[src/rtl/fifo_drain_pkg.sv]
// ============================================================================
// Module   : fifo_drain_pkg
// Desc     : Shared types and constants for the FIFO read-side drain controller.
// Revision : 1.0 - initial release
// ============================================================================
`default_nettype none

package fifo_drain_pkg;

    localparam logic [1:0] SKID_DEPTH = 2'd2;

    typedef enum logic [1:0] {
        OCC0 = 2'd0,
        OCC1 = 2'd1,
        OCC2 = 2'd2
    } drain_occ_e;

endpackage

`default_nettype wire

[src/rtl/fifo_drain_skid.sv]
// ============================================================================
// Module   : fifo_drain_skid
// Desc     : Two-entry in-order skid buffer (head/tail) with occupancy state.
// Revision : 1.0 - initial release
// ============================================================================
`default_nettype none

module fifo_drain_skid
    import fifo_drain_pkg::*;
#(
    parameter int FIFO_WIDTH = 16
) (
    input  logic                  clk,
    input  logic                  rst_n,
    input  logic                  push,
    input  logic [FIFO_WIDTH-1:0] push_data,
    input  logic                  pop,
    output logic                  valid,
    output logic [FIFO_WIDTH-1:0] head_data,
    output drain_occ_e            occ
);

    drain_occ_e            r_occ;
    drain_occ_e            w_occ_nxt;
    logic                  r_valid;
    logic [FIFO_WIDTH-1:0] r_head;
    logic [FIFO_WIDTH-1:0] r_tail;
    logic [FIFO_WIDTH-1:0] w_head_nxt;
    logic [FIFO_WIDTH-1:0] w_tail_nxt;

    always_ff @(posedge clk) begin
        if (!rst_n) begin
            r_occ   <= OCC0;
            r_valid <= 1'b0;
            r_head  <= '0;
            r_tail  <= '0;
        end else begin
            r_occ   <= w_occ_nxt;
            r_valid <= (w_occ_nxt != OCC0);
            r_head  <= w_head_nxt;
            r_tail  <= w_tail_nxt;
        end
    end

    // A simultaneous push and pop keeps occupancy: the head advances and the
    // arriving word takes the slot behind it.
    always_comb begin
        w_occ_nxt  = r_occ;
        w_head_nxt = r_head;
        w_tail_nxt = r_tail;
        case (r_occ)
            OCC0: begin
                if (push) begin
                    w_occ_nxt  = OCC1;
                    w_head_nxt = push_data;
                end
            end
            OCC1: begin
                if (push && pop) begin
                    w_head_nxt = push_data;
                end else if (push) begin
                    w_occ_nxt  = OCC2;
                    w_tail_nxt = push_data;
                end else if (pop) begin
                    w_occ_nxt  = OCC0;
                end
            end
            OCC2: begin
                if (pop) begin
                    w_head_nxt = r_tail;
                    if (push) begin
                        w_tail_nxt = push_data;
                    end else begin
                        w_occ_nxt  = OCC1;
                    end
                end
            end
            default: begin
                w_occ_nxt = OCC0;
            end
        endcase
    end

    assign valid     = r_valid;
    assign head_data = r_head;
    assign occ       = r_occ;

endmodule

`default_nettype wire

[src/rtl/fifo_drain_ctrl.sv]
// ============================================================================
// Module   : fifo_drain_ctrl
// Desc     : Pops a synchronous FIFO into a valid/ready stream via a skid buffer.
//            Define FIFO_DRAIN_CNT_EN to add the 16-bit pop_count output.
// Revision : 1.0 - initial release
// ============================================================================
`default_nettype none

module fifo_drain_ctrl
    import fifo_drain_pkg::*;
#(
    parameter int FIFO_WIDTH = 16
) (
    input  logic                  clk,
    input  logic                  rst_n,
    input  logic                  fifo_empty,
    input  logic [FIFO_WIDTH-1:0] fifo_dout,
    output logic                  fifo_rd_en,
    output logic                  m_valid,
    input  logic                  m_ready,
    output logic [FIFO_WIDTH-1:0] m_data
`ifdef FIFO_DRAIN_CNT_EN
    ,
    output logic [15:0]           pop_count
`endif
);

    logic       r_inflight;
    logic       w_pop;
    drain_occ_e w_occ;
    logic [1:0] w_occ_bits;
    logic [1:0] w_level;

    assign w_pop      = m_valid && m_ready;
    assign w_occ_bits = w_occ;

    // Words held or in flight after this edge; a read is only issued when its
    // result is guaranteed a free slot.
    assign w_level    = w_occ_bits + {1'b0, r_inflight} - {1'b0, w_pop};
    assign fifo_rd_en = rst_n && !fifo_empty && (w_level < SKID_DEPTH);

    always_ff @(posedge clk) begin
        if (!rst_n) begin
            r_inflight <= 1'b0;
        end else begin
            r_inflight <= fifo_rd_en;
        end
    end

    fifo_drain_skid #(
        .FIFO_WIDTH (FIFO_WIDTH)
    ) u_skid (
        .clk       (clk),
        .rst_n     (rst_n),
        .push      (r_inflight),
        .push_data (fifo_dout),
        .pop       (w_pop),
        .valid     (m_valid),
        .head_data (m_data),
        .occ       (w_occ)
    );

`ifdef FIFO_DRAIN_CNT_EN
    logic [15:0] r_pop_count;

    always_ff @(posedge clk) begin
        if (!rst_n) begin
            r_pop_count <= 16'd0;
        end else if (w_pop) begin
            r_pop_count <= r_pop_count + 16'd1;
        end
    end

    assign pop_count = r_pop_count;
`endif

endmodule

`default_nettype wire
[config.mk]
export PLATFORM = sky130hd
export DESIGN_NAME = fifo_drain_ctrl
export DESIGN_NICKNAME = d
export VERILOG_FILES = /design/src/rtl/fifo_drain_pkg.sv /design/src/rtl/fifo_drain_skid.sv /design/src/rtl/fifo_drain_ctrl.sv
export SDC_FILE = /design/constraint.sdc
export NUM_CORES = 1
export LEC_CHECK = 0
export ABC_AREA = 1
export CAP_MARGIN = 40
export CELL_PAD_IN_SITES_DETAIL_PLACEMENT = 0
export CELL_PAD_IN_SITES_GLOBAL_PLACEMENT = 2
export CORE_ASPECT_RATIO = 2
export CORE_UTILIZATION = 26
export CTS_BUF_LIST = sky130_fd_sc_hd__clkbuf_8
export DETAILED_ROUTE_END_ITERATION = 10
export PLACE_DENSITY_LB_ADDON = 0.1
export SLEW_MARGIN = 15
export SYNTH_ARGS = -nofsm -noshare
export SYNTH_HDL_FRONTEND = slang
export SYNTH_SLANG_ARGS = --single-unit
[constraint.sdc]
create_clock -name clk -period 1.6 [get_ports clk]
set_input_delay 0.32 -clock clk [delete_from_list [all_inputs] [get_ports clk]]
set_output_delay 0.32 -clock clk [all_outputs]
set_load 0.01 [all_outputs]
==> results of run 1 <==
-- worst paths after layout --
check,from,end,cells past startpoint
worst max register to register,u_skid.occ[0],u_skid.head_data[8],11
worst min register to register,u_skid.head_data[11],u_skid.head_data[11],2
worst min-delay path,u_skid.head_data[11],u_skid.head_data[11],2
worst max-delay path,u_skid.valid,fifo_rd_en,7
-- area by class of cell --
cell class / count / area (sq um)
multi-input combinational: 184 / 1200
clock inverter: 2 / 10.0
timing repair buffer: 83 / 888
sequential: 36 / 727
tap: 90 / 113
inverter: 26 / 118
clock buffer: 6 / 82.6
fill: 744 / 3860
-- what timing repair did --
action                     CTS  global route
pin swaps                   10            25
resized for setup           81            28
buffers inserted             6             6
setup endpoints to repair   33            35
gates cloned                 6             1
-- stage by stage --
stage	total power [W]	instances	TNS, ps	setup WS (ps)
2_1_floorplan	0.00152	262	0	0.763
3_3_place_gp	0.00189	403	-8450	-1020
3_5_place_dp	0.00189	403	-8890	-1050
4_1_cts	0.00277	423	-1960	-283
5_1_grt	0.00298	427	-905	-291
6_report	0.00280	427	-326	-213
-- worst register-to-register path, cell delays in order (launching register included) --
cell	delay, ps
dfxtp_2	360
buf_6	140
inv_8	40
ha_4	150
buf_6	120
a21oi_4	220
buf_6	150
buf_12	100
buf_16	110
nand3_2	60
nand2_1	60
nor2_1	40
-- metal layers --
metal | up-vias | global-route usage
li1 | 988 | -
met1 | 875 | 0.167
met2 | 30 | 0.317
met3 | 10 | 0.0251
met4 | 0 | 0.0901
met5 | - | 0
-- synthesized netlist by cell type, drive strengths merged --
cell / count
or2: 1
nand2: 30
nor2: 67
o21ai: 18
buf: 15
ha: 5
o211ai: 1
a21boi: 2
inv: 26
o21bai: 1
clkbuf: 1
nand3: 24
dfxtp: 36
a21oi: 34
nand4: 1
-- power by group --
part | internal [W] | switching (W) | leakage, nW
logic | 0.000559 | 0.000483 | 1.01
registers | 0.00100 | 0.0000628 | 0.296
clock network | 0.000344 | 0.000346 | 0.0510
total | 0.00190 | 0.000892 | 1.36
-- sequential cells by signal, summed over array words and instances, names as in the netlist --
register and cells:
u_skid.head_data 16, u_skid.r_tail 16, u_skid.occ 2, r_inflight 1, u_skid.valid 1
-- logic make-up after synthesis --
logic type | count (synthesis) | synth area share
simple gates | 123 | 0.292
compound gates | 56 | 0.167
buf+inv | 42 | 0.127
flops | 36 | 0.380
fa+ha+maj | 5 | 0.0330
==> metrics.log, run 1 <==
[metrics] VDD IR max: 0.424 mV
[metrics] antenna violations before repair: 0
[metrics] number of placement rows: 43
[metrics] post-synthesis instance total: 262
[metrics] final-report setup violation count: 4
[metrics] final core utilization: 0.448
[metrics] cell area after technology mapping: 0.00190 sq mm
[metrics] post-synthesis cell type with the largest combined area: dfxtp_1
[metrics] sequence of cells on the critical path: nand2_4 -> ha_4 -> inv_2 -> nand3_2 -> o211ai_1 -> a21oi_2 -> buf_2
[metrics] TritonCTS clock tree: built
[metrics] core area: 0.00699 sq mm
[metrics] Residual DRC: 0
[metrics] proportion of layout cells with a drive suffix above 1: 0.401
[metrics] Yosys top cell area share: 0.380
[metrics] Final Cell Area: 0.00314 sq mm
[metrics] worst min path class: reg -> reg
[metrics] routed wl met2: 3.30 mm
[metrics] Final WS setup: -213 ps
[metrics] WS Path Type: reg -> out
[metrics] maximum fanout encountered on the critical timing path: 2
[metrics] Post-Route Skew: 4.36 ps
[metrics] CTS Buffer Depth: 2
[metrics] Max Clk Rate: 0.551 GHz
[metrics] net count after synthesis: 287
[metrics] # hold bufs at CTS: 0
[metrics] violated checks: negative setup slack
[metrics] flip-flop and latch count after synthesis: 36
[metrics] setup slack of the worst register-to-register path: -50 ps
[metrics] final weighted congestion in routability-driven placement: 0.697
[metrics] unrepaired setup endpoints after global routing: true
[metrics] Initial Util: 0.271
[metrics] Leak Pwr: 1.36 nW
[metrics] Post-Place Cell Area: 0.00252 sq mm
[metrics] synthesized area divided by synthesized cell count: 7.23 sq um
[metrics] Clock Sinks: 36
[metrics] Top delay family on crit path: flip-flops
[metrics] DP HPWL: 3.72 mm
[metrics] Max stage delay cell, worst path: dfxtp_2
[metrics] cell types occupying the most area after synthesis: dfxtp_1 (38%), nor2_1 (11%), a21oi_1 (8.4%)
[metrics] commonest non-fill, non-tap cell in the layout: nor2_1
[metrics] ANT nets after route: 0
[metrics] M1 wire length: 2.11 mm
[metrics] status: finished, violations left
[metrics] CP Buf/Inv Count: 2
[metrics] total CTS buffers: 5
[metrics] Max-cap violations: 0
[metrics] total vias in the final route: 1,903
[metrics] wire length per cell after detailed routing: 13.3 microns
[metrics] clock period minus worst slack: 1810 ps
[metrics] share of the clock period used by the worst path: 1.13
[metrics] Hold Violations, Final: 0
[metrics] final worst hold slack: 465 ps
[metrics] overflow left after global routing: 0
[metrics] PwrDens: 891 mW/mm^2
[metrics] gr usage total: 0.165
[metrics] Die Span Y: 123 microns
[metrics] synth-to-layout area growth: 65.4%
[metrics] Worst Max-Slew Pin Slew: 476 ps
[metrics] count of TritonRoute iterations in the first routing pass: 4
[metrics] top-level I/O count: 38
[metrics] type of origin of the critical path: register
[metrics] vias in the first global route: 1,890
[metrics] proportion of synthesized chip area in sequential cells: 0.380
[metrics] required arrival time at the worst endpoint: 1280 ps
[metrics] Clock transition at path regs: 70 ps
[metrics] data arrival time of the worst path: 1490 ps
[metrics] die outline width: 62.4 microns
[metrics] Die Footprint: 0.00766 sq mm
[metrics] H-tree depth reported by CTS: 2
[metrics] Layout Nets: 361
[metrics] Ant. Diodes: 0
[metrics] Clk Latency, worst-skew pair: 300 ps
[metrics] ratio of routed vias to standard cells: 4.46
[metrics] Max-slew headroom: 0.683
[metrics] Max Slew Vio Count: 0
[metrics] total detailed-routing wirelength: 5.69 mm
[metrics] largest net degree at the start of global routing: 33
[metrics] Setup crit end kind: primary output
[metrics] warnings from Yosys: 0
[metrics] wire length of the first global-routing pass: 9.40 mm
[metrics] commonest cells after routing, fill and taps aside: nor2_1 (57), clkdlybuf4s50_1 (35), dfxtp_1 (33)
[metrics] delay contributed by the slowest stage of the critical path: 350 ps
[metrics] Detailed Route Iter0 Violations: 25
[metrics] CTS Root Cell: clkbuf_8
[metrics] count of different cell masters after synthesis: 29
[metrics] quantity of I/O buffers inserted on ports: 37
[metrics] met3 WL: 133 microns
[metrics] DR top layer: met4
(Power assumes the default switching activity.)
==> inputs of run 2 (changes only) <==
--- a/config.mk
+++ b/config.mk
@@ -10,8 +10,8 @@
 export CELL_PAD_IN_SITES_DETAIL_PLACEMENT = 0
 export CELL_PAD_IN_SITES_GLOBAL_PLACEMENT = 2
 export CORE_ASPECT_RATIO = 2
-export CORE_UTILIZATION = 26
-export CTS_BUF_LIST = sky130_fd_sc_hd__clkbuf_8
+export CORE_UTILIZATION = 25
+export CTS_BUF_LIST = sky130_fd_sc_hd__clkbuf_4 sky130_fd_sc_hd__clkbuf_8 sky130_fd_sc_hd__clkbuf_16
 export DETAILED_ROUTE_END_ITERATION = 10
 export PLACE_DENSITY_LB_ADDON = 0.1
 export SLEW_MARGIN = 15
==> metrics.log, run 2 (synthesis gave the netlist of run 1 again) <==
[metrics] Clock transition at path regs: 50 ps (-20 ps)
[metrics] quantity of I/O buffers inserted on ports: 37 (unchanged)
[metrics] final core utilization: 0.455 (+0.00642)
[metrics] ANT nets after route: 0 (unchanged)
[metrics] Critical Path Source: u_skid.valid
[metrics] Clk Latency, worst-skew pair: 280 ps (-20 ps)
[metrics] share of the clock period used by the worst path: 1.13 (-0.00300)
[metrics] worst setup slack after placement: -1030 ps (+21.5 ps)
[metrics] total detailed-routing wirelength: 6.46 mm (+14%)
[metrics] TritonCTS clock tree: built
[metrics] gr usage total: 0.145 (-0.0202)
[metrics] ratio of routed vias to standard cells: 4.51 (+1.1%)
[metrics] Post-Place Cell Area: 0.00246 sq mm (-2.6%)
[metrics] clock period minus worst slack: 1810 ps (-4.80 ps)
[metrics] Clock Sinks: 36 (unchanged)
[metrics] core area: 0.00732 sq mm (+4.7%)
[metrics] Detailed Route Iter0 Violations: 58 (+130%)
[metrics] Reg-to-Reg Start: u_skid.occ[0]
[metrics] wire length of the first global-routing pass: 8.76 mm (-6.8%)
[metrics] CP Buf/Inv Count: 2 (unchanged)
[metrics] commonest cells after routing, fill and taps aside: nor2_1 (47), clkdlybuf4s50_1 (35), dfxtp_1 (32)
[metrics] violated checks: negative setup slack
[metrics] total vias in the final route: 1,920 (+0.89%)
[metrics] maximum fanout encountered on the critical timing path: 2 (unchanged)
[metrics] Ant. Diodes: 0 (unchanged)
[metrics] final-report setup violation count: 20 (+16)
[metrics] CTS Buffer Depth: 2 (unchanged)
[metrics] Max Slew Vio Count: 0 (unchanged)
[metrics] commonest non-fill, non-tap cell in the layout: nor2_1
[metrics] Layout Nets: 358 (-0.83%)
[metrics] filler cell count in the final layout: 746 (+0.27%)
[metrics] Top Usage Layer GRT: met2
[metrics] final weighted congestion in routability-driven placement: 0.734 (+5.4%)
[metrics] VDD IR max: 0.473 mV (+11%)
[metrics] Max stage delay cell, worst path: dfxtp_2
[metrics] count of TritonRoute iterations in the first routing pass: 4 (unchanged)
[metrics] Setup crit end kind: primary output
[metrics] sequence of cells on the critical path: nand2_4 -> ha_4 -> inv_2 -> nand3_2 -> o211ai_1 -> a21oi_2 -> buf_2
[metrics] Max Clk Rate: 0.553 GHz (+0.27%)
[metrics] Hold Violations, Final: 0 (unchanged)
[metrics] unrepaired setup endpoints after global routing: true
[metrics] delay contributed by the slowest stage of the critical path: 340 ps (about the same)
[metrics] cell count of the worst hold path: 2 (unchanged)
[metrics] met3 usage: 0.0274 (+0.00228)
[metrics] Max-slew headroom: 0.717 (+0.0341)
[metrics] wire length per cell after detailed routing: 15.2 microns (+14%)
[metrics] required arrival time at the worst endpoint: 1280 ps (about the same)
[metrics] WS Path Type: reg -> out
[metrics] depth of the most critical reg-to-reg path: 11 (unchanged)
[metrics] number of placement rows: 44 (+2.3%)
[metrics] top-level I/O count: 38 (unchanged)
[metrics] number of logic stages on the critical path including buffering: 7 (unchanged)
[metrics] synth-to-layout area growth: 75.6%
[metrics] PwrDens: 967 mW/mm^2 (+8.5%)
[metrics] Die Footprint: 0.00796 sq mm (+3.9%)
[metrics] DP HPWL: 3.68 mm (-0.98%)
[metrics] overflow left after global routing: 0 (unchanged)
[metrics] GR met1 Demand/Resource: 0.146 (-0.0217)
[metrics] Residual DRC: 0 (unchanged)
[metrics] vias in the first global route: 1,807 (-4.4%)
[metrics] setup slack of the worst register-to-register path: -30 ps (+20 ps)
[metrics] Worst Max-Slew Pin Slew: 425 ps (-51.1 ps)
[metrics] status: finished, violations left
[metrics] Top delay family on crit path: flip-flops
[metrics] Leak Pwr: 1.42 nW (+4.5%)
[metrics] antenna violations before repair: 0 (unchanged)
[metrics] Initial Util: 0.259 (-0.0121)
[metrics] H-tree depth reported by CTS: 2 (unchanged)
[metrics] Post-Route Skew: 3.42 ps (-0.939 ps)
[metrics] Final WS setup: -208 ps (+4.80 ps)
[metrics] startpoint of the tightest hold check path: u_skid.head_data[7]
[metrics] Hold EP: u_skid.head_data[7]
[metrics] Die Span Y: 125 microns (+2.0%)
[metrics] Max-cap violations: 0 (unchanged)
[metrics] die outline width: 63.6 microns (+1.9%)
[metrics] largest net degree at the start of global routing: 33 (unchanged)
[metrics] endpoint of the worst-slack reg-to-reg timing path: u_skid.r_tail[6]
[metrics] type of origin of the critical path: register
[metrics] data arrival time of the worst path: 1490 ps (about the same)
[metrics] Final Cell Area: 0.00333 sq mm (+6.2%)
[metrics] Register Area: 731 sq um (+0.52%)
[metrics] area of the multi-input gates: 0.00128 sq mm (+7.0%)
[metrics] worst min path class: reg -> reg
[metrics] proportion of layout cells with a drive suffix above 1: 0.437 (+0.0365)
[metrics] CTS Root Cell: clkbuf_16
[metrics] met2 usage in global routing: 0.274 (-0.0432)
[metrics] total CTS buffers: 5 (unchanged)
## run 2: stage by stage
stage                     TNS (ps)  total power (W)  instances  hold slack, ps
final                         -454          0.00322        426             476
after global routing         -2140          0.00341        426             500
after CTS                     -256          0.00294        405             481
after detailed placement     -9020          0.00187        396             467
after global placement       -8670          0.00187        396             459
after floorplan                  0          0.00152        262             454
## run 2: report_power, final
group	leakage, nW	switching (W)	internal [W]
clock	0.0780	0.000371	0.000655
combinational	1.04	0.000516	0.000594
sequential	0.297	0.0000796	0.00100
total	1.42	0.000967	0.00225
## run 2: area by class of cell
class	count	area share
Sequential cell	36	0.219
Clock buffer	8	0.0462
Inverter	26	0.0402
Tap cell	92	0.0346
Multi-Input combinational cell	184	0.385
Timing Repair Buffer	79	0.270
Timing Repair inverter	1	0.00489
## run 2: what timing repair did
action	CTS	global route
hold buffers	0	0
endpoints found under the setup margin	35	32
gates resized for setup	17	118
setup buffers	1	11
pin swaps	6	35
cloned	0	11
## run 2: worst max-delay path by stage
stage | end | slack, ps
floorplan | fifo_rd_en | 0.8
global placement | fifo_rd_en | -1020
detailed placement | fifo_rd_en | -1030
CTS | fifo_rd_en | -260
global route | fifo_rd_en | -270
finish | fifo_rd_en | -210
## run 2: worst register-to-register path, delay by kind of cell, from the launching register on
family / cells / cell delay, ps
AO/OA/AOI/OAI: 1 / 50
adder cells (fa/ha/maj): 1 / 190
AND/OR/NAND/NOR: 3 / 250
flip-flops: 1 / 360
buffers and inverters: 6 / 690
## run 2: layer usage
metal,part of all wire,vias up
li1,-,987
met1,0.39,895
met2,0.57,29
met3,0.020,9
met4,0.021,0
met5,0,-
